## src/rtl/rtc_pkg.sv

```systemverilog
// rtc_pkg
//   Shared constants and types for the time-of-day chain.
//   - DEF_* : default field width, moduli and day-counter width
//   - NOON  : hour at which the 12 h display switches to pm
//   - time_t: {sec, min, hour} bundle at the default field width
package rtc_pkg;

  localparam int DEF_FIELD_W  = 6;
  localparam int DEF_SEC_MOD  = 60;
  localparam int DEF_MIN_MOD  = 60;
  localparam int DEF_HOUR_MOD = 24;
  localparam int DEF_DAY_W    = 16;
  localparam int NOON         = 12;

  typedef struct packed {
    logic [DEF_FIELD_W-1:0] sec;
    logic [DEF_FIELD_W-1:0] min;
    logic [DEF_FIELD_W-1:0] hour;
  } time_t;

endpackage

```

## src/rtl/rtc_mod_counter.sv

```systemverilog
// rtc_mod_counter
//   One modulus-MOD stage of the time chain.
//   Ports:
//     clock, reset : rising-edge clock, asynchronous active-high reset
//     inc          : advance by one (wraps MOD-1 -> 0)
//     load         : load load_val (takes priority over inc)
//     load_val     : value to load, already range-checked by the caller
//     count        : current value, 0..MOD-1
//     wrap         : count is at its terminal value MOD-1; the next stage
//                    advances on (wrap & inc)
module rtc_mod_counter #(
  parameter int MOD = 60,
  parameter int W   = 6
) (
  input  logic         clock,
  input  logic         reset,
  input  logic         inc,
  input  logic         load,
  input  logic [W-1:0] load_val,
  output logic [W-1:0] count,
  output logic         wrap
);

  localparam logic [W-1:0] LAST = W'(MOD - 1);

  assign wrap = (count == LAST);

  // NOTE: state is updated with non-blocking assignments so every stage
  // samples its neighbours' pre-edge values and the cascade resolves in one edge.
  always_ff @(posedge clock or posedge reset) begin
    if (reset) begin
      count <= '0;
    end else if (load) begin
      count <= load_val;
    end else if (inc) begin
      count <= wrap ? '0 : count + W'(1);
    end
  end

endmodule

```

## src/rtl/rtc_time_chain.sv

```systemverilog
// rtc_time_chain
//   sec/min/hour time-of-day chain with day counter, run/tick gate,
//   validated atomic set handshake and 12/24 h display mapping.
//   Optional alarm compare is built when RTC_ALARM_EN is defined.
//   Ports:
//     clock, reset          : rising-edge clock, async active-high reset
//     tick, run             : time advances on tick&run (unless a set is accepted)
//     mode_12h              : selects 12 h mapping for disp_hour/pm
//     set_valid/set_ready   : set handshake; ready drops one cycle after accept
//     set_sec/min/hour      : load values (hour in 24 h encoding)
//     set_err               : one-cycle pulse after an out-of-range set
//     count_sec/min/hour    : current time
//     disp_hour, pm         : display hour and pm flag
//     day_count, day_carry  : days elapsed; pulse after hour rollover
//     alarm_wr, alarm_sec/min/hour, alarm_on, alarm_hit : RTC_ALARM_EN only
module rtc_time_chain
  import rtc_pkg::*;
#(
  parameter int FIELD_W  = DEF_FIELD_W,
  parameter int SEC_MOD  = DEF_SEC_MOD,
  parameter int MIN_MOD  = DEF_MIN_MOD,
  parameter int HOUR_MOD = DEF_HOUR_MOD,
  parameter int DAY_W    = DEF_DAY_W
) (
  input  logic               clock,
  input  logic               reset,
  input  logic               tick,
  input  logic               run,
  input  logic               mode_12h,
  input  logic               set_valid,
  output logic               set_ready,
  input  logic [FIELD_W-1:0] set_sec,
  input  logic [FIELD_W-1:0] set_min,
  input  logic [FIELD_W-1:0] set_hour,
  output logic               set_err,
  output logic [FIELD_W-1:0] count_sec,
  output logic [FIELD_W-1:0] count_min,
  output logic [FIELD_W-1:0] count_hour,
  output logic [FIELD_W-1:0] disp_hour,
  output logic               pm,
  output logic [DAY_W-1:0]   day_count,
`ifdef RTC_ALARM_EN
  input  logic               alarm_wr,
  input  logic [FIELD_W-1:0] alarm_sec,
  input  logic [FIELD_W-1:0] alarm_min,
  input  logic [FIELD_W-1:0] alarm_hour,
  input  logic               alarm_on,
  output logic               alarm_hit,
`endif
  output logic               day_carry
);

  // Limits carry one extra bit so a modulus of exactly 2^FIELD_W still
  // compares correctly against a full-width load value.
  localparam logic [FIELD_W:0]   SEC_LIM   = (FIELD_W+1)'(SEC_MOD);
  localparam logic [FIELD_W:0]   MIN_LIM   = (FIELD_W+1)'(MIN_MOD);
  localparam logic [FIELD_W:0]   HOUR_LIM  = (FIELD_W+1)'(HOUR_MOD);
  localparam logic [FIELD_W-1:0] NOON_F    = FIELD_W'(NOON);
  localparam bit                 HAS_12H   = (HOUR_MOD == 24);

  logic accept, in_range, load, advance;
  logic sec_wrap, min_wrap, hour_wrap;
  logic min_inc, hour_inc, day_inc;

  assign accept   = set_valid & set_ready;
  assign in_range = ({1'b0, set_sec}  < SEC_LIM) &
                    ({1'b0, set_min}  < MIN_LIM) &
                    ({1'b0, set_hour} < HOUR_LIM);
  assign load     = accept & in_range;
  // A set in the same cycle wins; the tick is dropped, not deferred.
  assign advance  = tick & run & ~accept;
  assign min_inc  = advance & sec_wrap;
  assign hour_inc = min_inc & min_wrap;
  assign day_inc  = hour_inc & hour_wrap;

  rtc_mod_counter #(.MOD(SEC_MOD), .W(FIELD_W)) u_sec (
    .clock    (clock),
    .reset    (reset),
    .inc      (advance),
    .load     (load),
    .load_val (set_sec),
    .count    (count_sec),
    .wrap     (sec_wrap)
  );

  rtc_mod_counter #(.MOD(MIN_MOD), .W(FIELD_W)) u_min (
    .clock    (clock),
    .reset    (reset),
    .inc      (min_inc),
    .load     (load),
    .load_val (set_min),
    .count    (count_min),
    .wrap     (min_wrap)
  );

  rtc_mod_counter #(.MOD(HOUR_MOD), .W(FIELD_W)) u_hour (
    .clock    (clock),
    .reset    (reset),
    .inc      (hour_inc),
    .load     (load),
    .load_val (set_hour),
    .count    (count_hour),
    .wrap     (hour_wrap)
  );

  // Handshake: ready low only in the settle slot right after an accept.
  always_ff @(posedge clock or posedge reset) begin
    if (reset) begin
      set_ready <= 1'b1;
      set_err   <= 1'b0;
    end else begin
      set_ready <= ~accept;
      set_err   <= accept & ~in_range;
    end
  end

  always_ff @(posedge clock or posedge reset) begin
    if (reset) begin
      day_count <= '0;
      day_carry <= 1'b0;
    end else begin
      day_carry <= day_inc;
      if (day_inc) day_count <= day_count + DAY_W'(1);
    end
  end

  // NOTE: every output of this block is given a default first so no path
  // leaves a value unassigned and no latch is inferred.
  always_comb begin
    disp_hour = count_hour;
    pm        = 1'b0;
    if (HAS_12H && mode_12h) begin
      pm = (count_hour >= NOON_F);
      if (count_hour == '0)         disp_hour = NOON_F;
      else if (count_hour > NOON_F) disp_hour = count_hour - NOON_F;
    end
  end

`ifdef RTC_ALARM_EN
  logic [FIELD_W-1:0] alm_sec_q, alm_min_q, alm_hour_q;
  logic [FIELD_W-1:0] sec_nx, min_nx, hour_nx;

  // Time the chain will show after this edge if it advances.
  assign sec_nx  = sec_wrap ? '0 : count_sec + FIELD_W'(1);
  assign min_nx  = sec_wrap ? (min_wrap ? '0 : count_min + FIELD_W'(1)) : count_min;
  assign hour_nx = (sec_wrap & min_wrap) ?
                   (hour_wrap ? '0 : count_hour + FIELD_W'(1)) : count_hour;

  always_ff @(posedge clock or posedge reset) begin
    if (reset) begin
      alm_sec_q  <= '0;
      alm_min_q  <= '0;
      alm_hour_q <= '0;
      alarm_hit  <= 1'b0;
    end else begin
      if (alarm_wr) begin
        alm_sec_q  <= alarm_sec;
        alm_min_q  <= alarm_min;
        alm_hour_q <= alarm_hour;
      end
      // Only a tick-advance can fire; a set landing on the alarm cannot.
      alarm_hit <= advance & alarm_on & (sec_nx == alm_sec_q) &
                   (min_nx == alm_min_q) & (hour_nx == alm_hour_q);
    end
  end
`endif

endmodule

```

## config.mk

```make
export PLATFORM = sky130hd
export DESIGN_NAME = rtc_time_chain
export DESIGN_NICKNAME = d
export VERILOG_FILES = /design/src/rtl/rtc_pkg.sv /design/src/rtl/rtc_mod_counter.sv /design/src/rtl/rtc_time_chain.sv
export SDC_FILE = /design/constraint.sdc
export NUM_CORES = 1
export LEC_CHECK = 0
export ABC_AREA = 1
export CELL_PAD_IN_SITES_DETAIL_PLACEMENT = 0
export CELL_PAD_IN_SITES_GLOBAL_PLACEMENT = 1
export CORE_MARGIN = 5
export CORE_UTILIZATION = 37
export DETAILED_ROUTE_END_ITERATION = 10
export GPL_TIMING_DRIVEN = 0
export PLACE_DENSITY_LB_ADDON = 0.1
export SLEW_MARGIN = 20
export SYNTH_ARGS = -nofsm -noshare
export SYNTH_HDL_FRONTEND = slang
export SYNTH_SLANG_ARGS = --single-unit
```

## constraint.sdc

```tcl
create_clock -name clock -period 2.37 [get_ports clock]
set_input_delay 0.474 -clock clock [delete_from_list [all_inputs] [get_ports clock]]
set_output_delay 0.474 -clock clock [all_outputs]
set_load 0.01 [all_outputs]
```

# Yosys cells after proc, flatten, opt, wreduce, memory -nomap -nowiden
# Cells that the tools add are included.
# word_totals
in_bits	24
reg_bits	37
wordCells	49
output_inout_bits	44
# classes
mux	13
reduce_logical	4
n_eq_ne	3
add_sub_neg	5
n_lt_le_gt_ge	5
n_bitwise	12
# op_table
cell	count
6-bit 2-to-1 mux	12
6-bit by 1-bit adder with 6-bit output, second input constant	3
16-bit by 1-bit adder with 16-bit output, second input constant	1
6-bit == test, second input constant	2
6-bit less-than comparator, second input constant	2
1-bit bitwise AND	10
6-bit by 5-bit == test with 1-bit output, second input constant	1
6-bit by 4-bit >= comparator with 1-bit output, second input constant	1
6-bit by 4-bit greater-than comparator with 1-bit output, second input constant	1
6-bit logical NOT	1
6-bit by 5-bit less-than comparator with 1-bit output, second input constant	1
2-bit nonzero test	3
6-bit by 4-bit subtractor with 6-bit output, second input constant	1
1-bit inverter	2
1-bit 2-to-1 mux	1

# Depth between registers and ports, before layout
# depth
depth_word	7
ltp_mapped	9
mapped_depth_nobuf	9

# By module
# A second synthesis with hierarchy kept.
# hier_totals
cells_unflattened	318
hier_area_um2	2504.9
# modules_own_cells
module	n_inst	cells_per_inst	area_each_um2	seq_area_each_um2
rtc_time_chain	1	164	1278.7	476.7
rtc_mod_counter (u_min ...)	2	48	397.9	150.1
rtc_mod_counter (u_hour)	1	58	430.4	150.1

# Worst setup path before layout
# No wires, ideal clock.
# synth_path
kind	reg-to-output
start	reg u_hour.count[2]
end	out disp_hour[5]
path_buffers	0
path_stages_with_launch	8
t_arrival_ps	1354
slack_ps	542
required_time_ps	1896
path_cell_list	dfrtp_1 ha_1 inv_1 o21ai_0 nand2_1 inv_1 nand3_1 xor2_1
# synth_between
elab_chain_cells	4
elab_cells_between_ends	6
classes_between	1 x add/sub; 1 x order compare; 3 x mux; 1 x reduce/logical
# synth_lines
element	line_no	text
start, declared	rtc_mod_counter.sv:20	output logic [W-1:0] count,
start signal, assigned	rtc_mod_counter.sv:34	count <= load_val;
start signal, assigned	rtc_mod_counter.sv:36	count <= wrap ? '0 : count + W'(1);
6-bit by 4-bit subtractor with 6-bit output or 6-bit by 4-bit greater-than comparator with 1-bit output (tied branches)	rtc_time_chain.sv:135	else if (count_hour > NOON_F) disp_hour = count_hour - NOON_F;
6-bit 2-to-1 mux	rtc_time_chain.sv:135	
6-bit 2-to-1 mux (*)	rtc_time_chain.sv:134	if (count_hour == '0) disp_hour = NOON_F;
6-bit 2-to-1 mux (*)	rtc_time_chain.sv:132	if (HAS_12H && mode_12h) begin
end, declared	rtc_time_chain.sv:39	output logic [FIELD_W-1:0] disp_hour,
# Every way passes the cells marked *; elsewhere a longest branch is shown, timed or not.

# Final worst setup path
# layout_path
start	reg u_hour.count[0]
end	out disp_hour[5]
# Same word-level chain as after synthesis.

==> results.yml <==
route:
  first_pass_iters: 4
  drc_errors: 0
  wl_met3_um: 339
  routed.top_layer: "met4"
  wl_per_cell_um: 12.2
  vias: 2484
  met2WireLength_mm: 3.00
  drt-met1-wl_mm: 3.26
  drt_iter0_drc: 81
  wirelength_mm: 6.68
  viasPerCell: 4.55
  drtAntennaViolNets: 0
setup_path:
  worstReg2RegStart: "u_hour.count[3]"
  critPathLaunchType: "register"
  reg2reg_slack_ps: 560
  critPathBufInv: 3
  critical-path-top-delay-family: "buffers and inverters"
  crit_path_end: "disp_hour[5]"
  ff2ff_path_depth: 9
  crit_fanout: 4
  worstSetupPathType: "reg2out"
  crit_path_end_kind: "primary output"
  cp.arrival_ps: 1760
  critPathLaunch: "u_hour.count[0]"
  timing.rr.end: "day_count[3]"
  critPathMaxStageDelay_ps: 360
  crit_path_top_delay_cell: "dfrtp_1"
  cp.required_ps: 1900
  crit_cells: 8
  cp_cell_sequence: "inv_1 -> ha_1 -> o21ai_0 -> nand2_1 -> inv_2 -> nand3_1 -> xor2_1 -> dlygate4sd2_1"
cells_and_area:
  final_common_cell: "nand2_1"
  stdcell_count: 546
  diodes: 0
  layout_common_cells: "138 x nand2_1, 61 x clkdlybuf4s50_1, 45 x inv_1, 38 x nand3_1, 35 x dfrtp_1"
  final_util: 0.518
  syn2layout_area_growth_pct: 37.0
  finalInstanceArea_sq_um: 3520
  drive_gt1_frac: 0.0933
  nFillCells: 705
  num-nets-final: 481
yosys:
  syn-num-nets: 401
  syn_avg_cell_area_sq_um: 6.96
  ys_ff_latch: 37
  yosys_warnings: 0
  syn_area_sq_um: 2570
  yosysSeqAreaShare: 0.361
  postSynthCellCount: 369
  ys_types: 29
clocking:
  htree_num_levels: 2
  insertion_delay_ps: 290
  cts.sinks: 37
  cts_tree: "yes"
  postCtsHoldBufs: 0
  cts.path.max_buffers: 2
  clk_pin_slew_ps: 80
  clock-root-buffer: "clkbuf_8"
  cts_buffers: 5
floorplanning:
  start_util: 0.378
  fp-row-count: 30
  core_sq_um: 6790
  die_w_um: 93.3
  die-area_sq_um: 8710
  ios: 68
  die_h_um: 93.3
timing:
  rsz0062_at_grt: "no"
  slew_headroom: 0.716
  slew_violations: 0
  finalClockSkew_ps: 6.96
  layout_min_cycle_time_ps: 2230
  tightest_slew_ps: 426
  finalHoldViolCount: 0
  setup_viol: 0
  fin_crit_sh: 0.941
  fmax_mhz: 448
  fin_tns_setup_ps: 0
power:
  total_leakage_power_nw: 1.78
  power.total_mw: 2.37
  max-vdd-ir-drop_uv: 346
  powerDensity_nw_per_um2: 675
placed_design:
  io_buffers: 67
  placedCellCount: 533
  gp_congestion: 0.796
  placed_area_sq_um: 3390
  hpwl_mm: 5.09
global_routing:
  grt_max_degree: 24
  track_usage: 0.161
  grt_pass1_vias: 2394
  grt_pass1_wl_mm: 11.4
  overflow: 0
  antenna_found_initial: 0
worst_hold_path:
  hold_class: "in2async"
run_status:
  status: "complete, no violations"
flow_run:
  drv_cap: 0
-- area by class of cell --
class | instances | area (sq um) | area share
Clock inverter | 3 | 17.5 | 0.00498
Buffer | 8 | 48.8 | 0.0139
Timing Repair Buffer | 73 | 739 | 0.210
Multi-Input combinational cell | 273 | 1400 | 0.399
Tap cell | 96 | 120 | 0.0341
Sequential cell | 37 | 928 | 0.264
Inverter | 51 | 191 | 0.0544
Clock buffer | 5 | 68.8 | 0.0196
-- flip-flops by register name (all words and copies together) (netlist names) --
register	count
u_hour.count	6
set_ready	1
day_count	16
day_carry	1
set_err	1
u_sec.count	6
u_min.count	6
-- cells by family (layout without fill, tap and decap cells) --
logic type               count (synthesis)  after routing  share of synthesized area
AO/OA/AOI/OAI                           19             19                     0.0404
buffers and inverters                   59            140                     0.0935
AND/OR/NAND/NOR                        227            227                      0.401
XOR/XNOR                                19             19                     0.0648
adder cells (fa/ha/maj)                  8              8                     0.0390
flip-flops                              37             37                      0.361
-- worst min-delay path by stage --
| stage | startpoint | endpoint | depth (start not counted) |
|---|---|---|---|
| global route | reset | u_sec.count[5] | 2 |
| detailed placement | day_count[15] | day_count[15] | 2 |
| global placement | day_count[15] | day_count[15] | 2 |
| finish | reset | u_sec.count[5] | 2 |
| floorplan | set_ready | set_ready | 1 |
| CTS | reset | u_sec.count[5] | 2 |
-- layer usage --
| layer | vias to the layer above | GRT usage |
|---|---|---|
| li1 | 1321 | - |
| met1 | 1112 | 0.221 |
| met2 | 46 | 0.257 |
| met3 | 5 | 0.0370 |
| met4 | 0 | 0.0403 |
| met5 | - | 0 |
-- stage by stage --
stage | worst slack (ps) | hold WS, ps
after floorplan | 542 | 504
after global placement | -60.3 | 516
after detailed placement | -56.5 | 513
after CTS | 11.1 | 487
after global routing | 8.98 | 511
final | 139 | 481
-- report_power, final --
group / internal, mW / switching, mW / leakage, nW
sequential: 0.735 / 0.123 / 0.466
combinational: 0.537 / 0.527 / 1.27
clock: 0.203 / 0.248 / 0.0439
-- synthesized netlist by cell type --
| library cell | count | area (sq um) |
|---|---|---|
| nor2_1 | 25 | 93.8 |
| dfstp_2 | 1 | 26.3 |
| nand4_1 | 13 | 81.3 |
| o21ai_1 | 1 | 5.00 |
| a21oi_1 | 2 | 10.0 |
| nand4_4 | 1 | 21.3 |
| nor2_4 | 3 | 33.8 |
| clkbuf_1 | 2 | 7.51 |
| o21ai_0 | 13 | 65.1 |
| buf_6 | 1 | 11.3 |
| xnor2_1 | 6 | 52.6 |
| nand3_4 | 1 | 17.5 |
| nand3_2 | 1 | 10.0 |
| o211ai_1 | 2 | 15.0 |
| dfrtp_1 | 36 | 901 |
| nand2_2 | 2 | 12.5 |
| nand4_2 | 1 | 12.5 |
| o21ai_2 | 1 | 8.76 |
| nand3_1 | 38 | 190 |
| buf_4 | 2 | 15.0 |
| nand3b_1 | 1 | 7.51 |
| nand2_1 | 138 | 518 |
| inv_2 | 3 | 11.3 |
| or2_2 | 2 | 12.5 |
| inv_1 | 48 | 180 |
| xor2_1 | 13 | 114 |
| nor2_8 | 1 | 20.0 |
| buf_2 | 3 | 15.0 |
| ha_1 | 8 | 100 |
-- repair_timing --
action / 4_1_cts / 5_1_grt
buffers inserted: 4 / 1
setup endpoints to repair: 5 / 4
gates resized for setup: 4 / 6
Power figures use the tool's default switching activity.
